`config.mk`:
```
export PLATFORM = sky130hd
export DESIGN_NAME = alu_mul_seq
export DESIGN_NICKNAME = d
export VERILOG_FILES = /design/src/rtl/alu_pkg.sv /design/src/rtl/alu_mul_seq.sv
export SDC_FILE = /design/constraint.sdc
export NUM_CORES = 1
export LEC_CHECK = 0
export BUFFER_PORTS_ARGS = -buffer_cell sky130_fd_sc_hd__buf_4
export CAP_MARGIN = 20
export CORE_MARGIN = 2
export CORE_UTILIZATION = 45
export CTS_BUF_LIST = sky130_fd_sc_hd__clkbuf_4 sky130_fd_sc_hd__clkbuf_8
export DETAILED_ROUTE_END_ITERATION = 8
export PLACE_DENSITY = 0.81
export SETUP_SLACK_MARGIN = 0.4
export SYNTH_ARGS = -nofsm -noshare
export SYNTH_HDL_FRONTEND = slang
export SYNTH_SLANG_ARGS = --single-unit
```
`constraint.sdc`:
```
create_clock -name clk -period 6.2 [get_ports clk]
set_clock_uncertainty 0.15 [all_clocks]
set_input_delay 1.55 -clock clk [delete_from_list [all_inputs] [get_ports clk]]
set_output_delay 1.55 -clock clk [all_outputs]
set_load 0.01 [all_outputs]
```
`src/rtl/alu_pkg.sv`:
```
`default_nettype none
// ============================================================================
// Module   : alu_pkg
// Purpose  : Shared ALU operation codes and the multiplier sequencer state type.
// Revision : 1.0  initial release
// ============================================================================
package alu_pkg;

    localparam logic [3:0] ALU_AND = 4'b0000;
    localparam logic [3:0] ALU_OR  = 4'b0001;
    localparam logic [3:0] ALU_ADD = 4'b0010;
    localparam logic [3:0] ALU_SUB = 4'b0011;
    localparam logic [3:0] ALU_XOR = 4'b0100;
    localparam logic [3:0] ALU_EQ  = 4'b1000;
    localparam logic [3:0] ALU_NE  = 4'b1001;
    localparam logic [3:0] ALU_LT  = 4'b1010;
    localparam logic [3:0] ALU_GE  = 4'b1011;
    localparam logic [3:0] ALU_SLL = 4'b1100;
    localparam logic [3:0] ALU_SRL = 4'b1101;
    localparam logic [3:0] ALU_SLT = 4'b1110;
    localparam logic [3:0] ALU_SRA = 4'b1111;

    typedef enum logic [1:0] {
        IDLE  = 2'd0,
        ADD   = 2'd1,
        SHIFT = 2'd2,
        DONE  = 2'd3
    } mul_state_e;

endpackage : alu_pkg
`default_nettype wire

```
`src/rtl/alu_mul_seq.sv`:
```
`default_nettype none
// ============================================================================
// Module   : alu_mul_seq
// Purpose  : Iterative shift-and-add multiplier that borrows the shared
//            datapath ALU while busy. Produces the low DATA_WIDTH bits of
//            op_a*op_b (RV32M MUL, valid for signed and unsigned operands).
// Config   : ALU_MUL_EARLY_TERM_EN - finish as soon as no multiplier bits
//            remain instead of always running DATA_WIDTH iterations.
// Revision : 1.0  initial release
// ============================================================================
module alu_mul_seq
    import alu_pkg::*;
#(
    parameter int DATA_WIDTH    = 32,
    parameter int OPCODE_LENGTH = 4
) (
    input  logic                     clk,
    input  logic                     reset,
    input  logic                     start,
    input  logic [DATA_WIDTH-1:0]    op_a,
    input  logic [DATA_WIDTH-1:0]    op_b,
    output logic                     busy,
    output logic                     done,
    output logic [DATA_WIDTH-1:0]    result,
    output logic [DATA_WIDTH-1:0]    alu_srca,
    output logic [DATA_WIDTH-1:0]    alu_srcb,
    output logic [OPCODE_LENGTH-1:0] alu_op,
    input  logic [DATA_WIDTH-1:0]    alu_result
);

    localparam int              C_CNT_W = $clog2(DATA_WIDTH);
    localparam logic [C_CNT_W-1:0] C_LAST = C_CNT_W'(DATA_WIDTH - 1);

    mul_state_e              r_state;
    logic [DATA_WIDTH-1:0]   r_acc;
    logic [DATA_WIDTH-1:0]   r_mcand;
    logic [DATA_WIDTH-1:0]   r_mplier;
    logic [C_CNT_W-1:0]      r_cnt;

    logic                    w_accept;
    logic                    w_last;

    // A request is taken in IDLE, and also on the edge leaving DONE so that a
    // held start costs only the single DONE cycle between back-to-back runs.
    assign w_accept = start && ((r_state == IDLE) || (r_state == DONE));

`ifdef ALU_MUL_EARLY_TERM_EN
    assign w_last = (r_cnt == C_LAST) || ((r_mplier >> 1) == '0);
`else
    assign w_last = (r_cnt == C_LAST);
`endif

    // ALU request decode: accumulate in ADD, double the multiplicand in SHIFT.
    always_comb begin
        alu_srca = '0;
        alu_srcb = '0;
        alu_op   = OPCODE_LENGTH'(ALU_ADD);
        case (r_state)
            ADD: begin
                alu_srca = r_acc;
                alu_srcb = r_mcand;
                alu_op   = OPCODE_LENGTH'(ALU_ADD);
            end
            SHIFT: begin
                alu_srca = r_mcand;
                alu_srcb = DATA_WIDTH'(1);
                alu_op   = OPCODE_LENGTH'(ALU_SLL);
            end
            default: ;
        endcase
    end

    // Sequencer FSM with datapath registers and registered status outputs.
    always_ff @(posedge clk or posedge reset) begin
        if (reset) begin
            r_state  <= IDLE;
            r_acc    <= '0;
            r_mcand  <= '0;
            r_mplier <= '0;
            r_cnt    <= '0;
            result   <= '0;
            busy     <= 1'b0;
            done     <= 1'b0;
        end else begin
            case (r_state)
                IDLE: ;
                ADD: begin
                    if (r_mplier[0]) begin
                        r_acc <= alu_result;
                    end
                    r_state <= SHIFT;
                end
                SHIFT: begin
                    r_mcand  <= alu_result;
                    r_mplier <= r_mplier >> 1;
                    r_cnt    <= r_cnt + 1'b1;
                    if (w_last) begin
                        result  <= r_acc;
                        busy    <= 1'b0;
                        done    <= 1'b1;
                        r_state <= DONE;
                    end else begin
                        r_state <= ADD;
                    end
                end
                DONE: begin
                    done    <= 1'b0;
                    r_state <= IDLE;
                end
                default: r_state <= IDLE;
            endcase

            // Operand capture overrides the per-state next state above.
            if (w_accept) begin
                r_mcand  <= op_a;
                r_mplier <= op_b;
                r_acc    <= '0;
                r_cnt    <= '0;
                busy     <= 1'b1;
                r_state  <= ADD;
            end
        end
    end

endmodule : alu_mul_seq
`default_nettype wire
```
# Word level (Yosys, flattened, before mapping)
# Index checks and enable logic that the tools add are counted.
[op_classes]
add_sub_neg = 1
eq_ne = 5
reduce_logical = 13
muxes = 20
[ops]
columns = ["cell", "n"]
rows = [
  ["two-way mux 32 bit", 7],
  ["case mux 32 bit (2 select lines)", 2],
  ["two-way mux 5 bit", 2],
  ["nonzero test 2 bit", 5],
  ["AND reduction 2 bit", 4],
  ["case mux 2 bit (3 select lines)", 1],
  ["adder 5 x 1 -> 5 bit, second input constant", 1],
  ["== test 5 bit, second input constant", 1],
  ["== test 2 bit, second input constant", 2],
  ["two-way mux 1 bit", 4],
  ["two-way mux 2 bit", 2],
  ["two-way mux 4 bit", 1],
  ["nonzero test 4 bit", 1],
  ["== test 2 x 1 -> 1 bit, second input constant", 1],
  ["logical NOT 2 bit", 1],
  ["!= test 2 bit, second input constant", 1],
  ["case mux 1 bit (2 select lines)", 1],
  ["logical AND 1 bit", 1],
  ["logical OR 1 bit", 1],
]
[word_totals]
output_inout_bits = 102
word_cells = 47
register_bits = 137
inputBits = 99

# Logic depth before layout (Yosys ltp)
[depth]
word_depth = 5
mapped_depth = 7
depth_no_buf = 5

# Worst setup path before layout
# Ideal clock, no wire load.
[synth_path]
path_kind = "flip-flop to output port"
from = "register r_state[0]"
to = "output alu_srca[10]"
stages_incl_launch_ff = 7
required_time_ns = 4.500
path_buffers = 2
slack_ns = 3.033
arrival_ns = 1.467
cell_sequence = "dfrtp_1 -> inv_1 -> ha_1 -> nor2b_1 -> clkbuf_1 -> buf_2 -> a22o_1"
[synth_between]
elab_chain_len = 2
elab_cells_between_ends = 3
cone_classes = "2 x eq/ne; 1 x mux"
[synth_lines]
columns = ["element", "line", "source"]
rows = [
  ["from (decl)", "alu_mul_seq.sv:34", "mul_state_e r_state;"],
  ["from (signal assigned)", "alu_mul_seq.sv:76", "r_state <= IDLE;"],
  ["from (signal assigned)", "alu_mul_seq.sv:91", "r_state <= SHIFT;"],
  ["from (signal assigned)", "alu_mul_seq.sv:101", "r_state <= DONE;"],
  ["== test 2 bit / == test 2 x 1 -> 1 bit (equally long branches)", "alu_mul_seq.sv:58", "case (r_state)"],
  ["case mux 32 bit (2 select lines) (*)", "alu_mul_seq.sv:58", ""],
  ["to (decl)", "alu_mul_seq.sv:25", "output logic [DATA_WIDTH-1:0] alu_srca,"],
]
# Mark *: on every way between the ends. The rest lies on a longest branch, timed or not.

# Final worst setup path
[layout_path]
from = "register r_state[0]"
to = "output alu_srca[22]"
# Same word-level chain as after synthesis.

==> impl.org <==
** Run status
- The run finished with clean final reports.

** Worst setup path
- The setup check on the worst reg-to-reg path leaves a slack of 2.89 ns.
- For this run, the slowest stage of the critical path takes 0.75 ns.
- The worst register-to-register path has a depth of 5.
- In this run the critical register-to-register path is captured at result[8]$_DFFE_PP0P_.
- On the critical path, the stage with the largest delay is an instance of nor2b_4.
- WP data arrival :: 2.51 ns
- Critical path capture point type :: output port
- In this run the critical register-to-register path is launched from r_state[0]$_DFFE_PP0P_.
- Category of the worst setup path launch point :: register
- The signal on the critical path passes through inv_1, ha_1, nor2b_4, a22o_1, buf_4.
- Setup Crit Path Kind :: reg2out
- Of all nets on the critical path, the largest fanout is 33.
- STA puts the critical path data required time at 4.50 ns.

** Floorplan
- Die height :: 124 um
- The die covers 15300 sq um.
- The initial utilization of the core area, before any placement, comes to 0.463.
- Standard-cell rows :: 43
- Area inside the core boundary :: 13900 sq um
- # IOs :: 201
- Die boundary width :: 124 um

** Clocking
- Number of gates resized after cts :: 0
- For the worst-skew pair, the clock arrives at the later sink with an insertion delay of 0.42 ns.
- Counting along the longest clock path gives a buffer depth of 2.
- CTS Hold Buffers Added :: 0
- Number of buffers added for setup after CTS :: 0
- Clock transition at the register clock pins on the worst setup and hold paths after CTS :: 0.07 ns
- CTS tree :: done
- Sink Count :: 137
- CTS placed an instance of clkbuf_8 at the clock tree root.
- TritonCTS created 17 clock buffers.
- In this run the number of H-tree levels came out at 4.

** Drt
- Across all layers, the routed design uses 5079 vias.
- The count of nets left with antenna violations once routing finished came out at 0.
- DRT Pass-1 Iters :: 4
- In the routed design, unresolved DRC markers number 0.
- Summed over all layers, the routed wires come to 15400 um.
- The first routing iteration left 241 violations.
- Dividing the detail-routed via count by the number of cells gives 5.18.
- After detailed routing, the average wire length per cell comes to 15.7 um.

** Logic synthesis
- The share of synthesized area in the top cell type comes to 0.531.
- Fraction of registers with async set or reset after synthesis :: 1.00
- Syn Nets :: 719
- Proportion of synthesized chip area in sequential cells :: 0.531
- After technology mapping, the gate count stands at 613.
- dfrtp_1 takes more of the synthesized area than any other cell.
- Synth Warn # :: 0
- Seq cells post-synth :: 137
- Number of unique standard cell types used by synthesis :: 31
- Flip-flop cell with the highest count after synthesis :: dfrtp_1
- Dividing the synthesized area by the synthesized cell count gives 10.5 sq um.
- Number of enable flip-flop cells after synthesis :: 0
- Biggest area contributors in the synthesized netlist :: dfrtp_1, mux2i_1, nand2_1
- Mapped Area :: 6450 sq um

** Run
- The tool flagged a number of max-cap violations equal to 0.

** Place
- Cell count after placement :: 948
- The count of buffers added on input and output ports is 199.
- The congestion estimate from routability-driven global placement came to 0.774.
- Total cell area at the placement stage :: 7960 sq um
- Timing analysis after detailed placement gives a worst setup slack of 2.21 ns.
- Detailed Place HPWL :: 10400 um

** Timing
- Final-layout worst hold slack :: 0.348 ns
- The number of hold-slack violations in the final timing report came to 0.
- At the pin with the least slew margin, the transition time is 0.903 ns.
- Max-Slew Margin vs Limit :: 0.397
- Of the available clock period, the critical path in the final layout requires 0.679.
- Setup violations remaining at the end of the flow were counted as 0.
- Setup repair after global routing missed its margin :: no
- After layout, the worst setup slack is 1.99 ns.
- For this run, the top clock speed supported by timing is 0.237 GHz.
- The worst path in the final design needs a cycle of 4.21 ns, including I/O delays and setup.
- Final setup TNS :: 0 ns
- The number of pins exceeding their max-slew limit in the final report was 0.

** Cells and area
- Once layout is complete, the utilization of the core stands at 0.599.
- Most frequent standard cell in the layout excluding fill and tap cells :: buf_4
- Compared with the post-synthesis result, the final layout area differs by 29.3%.
- The finished layout holds 980 standard cells, fillers aside.
- The number of antenna diodes in the final layout is 0.
- The net count of the finished layout is 895.
- Commonest cells after routing, fill and taps aside :: buf_4, dfrtp_1, nand2_1
- Post-route design area :: 8350 sq um
- Proportion of layout cells with a drive suffix above 1 :: 0.343

** Hold path
- The worst hold path begins at busy$_DFFE_PP0P_.
- End point of the worst hold path :: busy$_DFFE_PP0P_
- Cell depth of the worst min-delay path :: 1
- The worst hold path belongs to the class reg2reg.

** Power
- For this design the static power due to leakage is 3.74 nW.
- Areal power density over the cells :: 443 nW/um^2
- Final total power :: 3.70 mW
- The share of total power dissipated in combinational logic is 0.436.
- Across the VDD grid, the largest voltage drop is 0.259 mV.
- Portion of total power attributed to sequential cells :: 0.395
- Of the total power, the share spent switching nets is 0.383.
- Switching component of the power :: 1.41 mW
- Cell internal power was estimated by the tool at 2.28 mW.
- Of the total power, the clock network draws 0.170.

** Global routing
- Entering global routing, the biggest net connects 123 pins.
- Vias in the first global route :: 4863
- The first global-routing pass estimated 24400 um of wire.
- Antenna violations before repair :: 0
- After global routing the overflow that remains totals 0.
- Overall fraction of global-route tracks in use :: 0.207
-- flip-flops by register name, indices dropped and copies added (netlist names) --
signal    flops
r_acc        32
r_mcand      32
r_mplier     32
result       32
r_cnt         5
r_state       2
busy          1
done          1
-- cells by family after synthesis --
| group | Yosys count | synth area share |
|---|---|---|
| multiplexers | 98 | 0.158 |
| other | 1 | 0.000581 |
| buffers and inverters | 54 | 0.0471 |
| flip-flops | 137 | 0.531 |
| XOR/XNOR | 3 | 0.00407 |
| AND/OR/NAND/NOR | 178 | 0.119 |
| AO/OA/AOI/OAI | 135 | 0.126 |
| adder cells (fa/ha/maj) | 7 | 0.0136 |
-- Yosys cell counts (all sizes together), types with 5 or more instances --
| cell | n |
|---|---|
| a22o | 31 |
| clkbuf | 13 |
| dfrtp | 137 |
| nand2 | 131 |
| mux2 | 32 |
| and2 | 33 |
| mux2i | 66 |
| ha | 7 |
| inv | 5 |
| o21ai | 64 |
| a21oi | 33 |
| nor2 | 8 |
| buf | 36 |
-- worst max path at each step --
stage / end / slack, ns / from / depth (start not counted)
after CTS: alu_srca[31] / 1.73 / r_state[0]$_DFFE_PP0P_ / 5
after floorplan: busy$_DFFE_PP0P_ / 0.83 / reset / 1
final: alu_srca[22] / 1.99 / r_state[0]$_DFFE_PP0P_ / 5
after detailed placement: alu_srca[22] / 2.21 / r_state[0]$_DFFE_PP0P_ / 5
after global placement: alu_srcb[17] / 2.31 / r_state[0]$_DFFE_PP0P_ / 5
after global routing: alu_srca[17] / 1.83 / r_state[0]$_DFFE_PP0P_ / 5
-- area by class of cell --
type / count / area, sq um
Fill cell: 1245 / 5590
Sequential cell: 137 / 3430
Multi-Input combinational cell: 422 / 2750
Timing Repair Buffer: 206 / 1590
Clock buffer: 26 / 314
Tap cell: 180 / 225
Inverter: 5 / 23.8
Clock inverter: 4 / 20.0
-- critical path, delay by kind of cell, from the launching register on --
kind / cells / cell delay, ns
flip-flops: 1 / 0.39
AND/OR/NAND/NOR: 1 / 0.75
buffers and inverters: 2 / 0.23
adder cells (fa/ha/maj): 1 / 0.44
AO/OA/AOI/OAI: 1 / 0.27
-- power by group through the flow --
stage               logic [mW]  clock network (mW)  registers (mW)
global placement          1.54                   0            1.46
detailed placement        1.59                   0            1.47
finish                    1.61               0.628            1.46
floorplan                 1.17                   0            1.39
global route              1.81               0.692            1.50
CTS                       1.59               0.646            1.46
-- routing by layer --
layer | vias to the layer above | part of all wire | global-route usage
li1 | 2447 | - | -
met1 | 2483 | 0.43 | 0.266
met2 | 138 | 0.49 | 0.337
met3 | 11 | 0.067 | 0.0668
met4 | 0 | 0.0094 | 0.0554
met5 | - | 0 | 0
(Power assumes the default switching activity.)
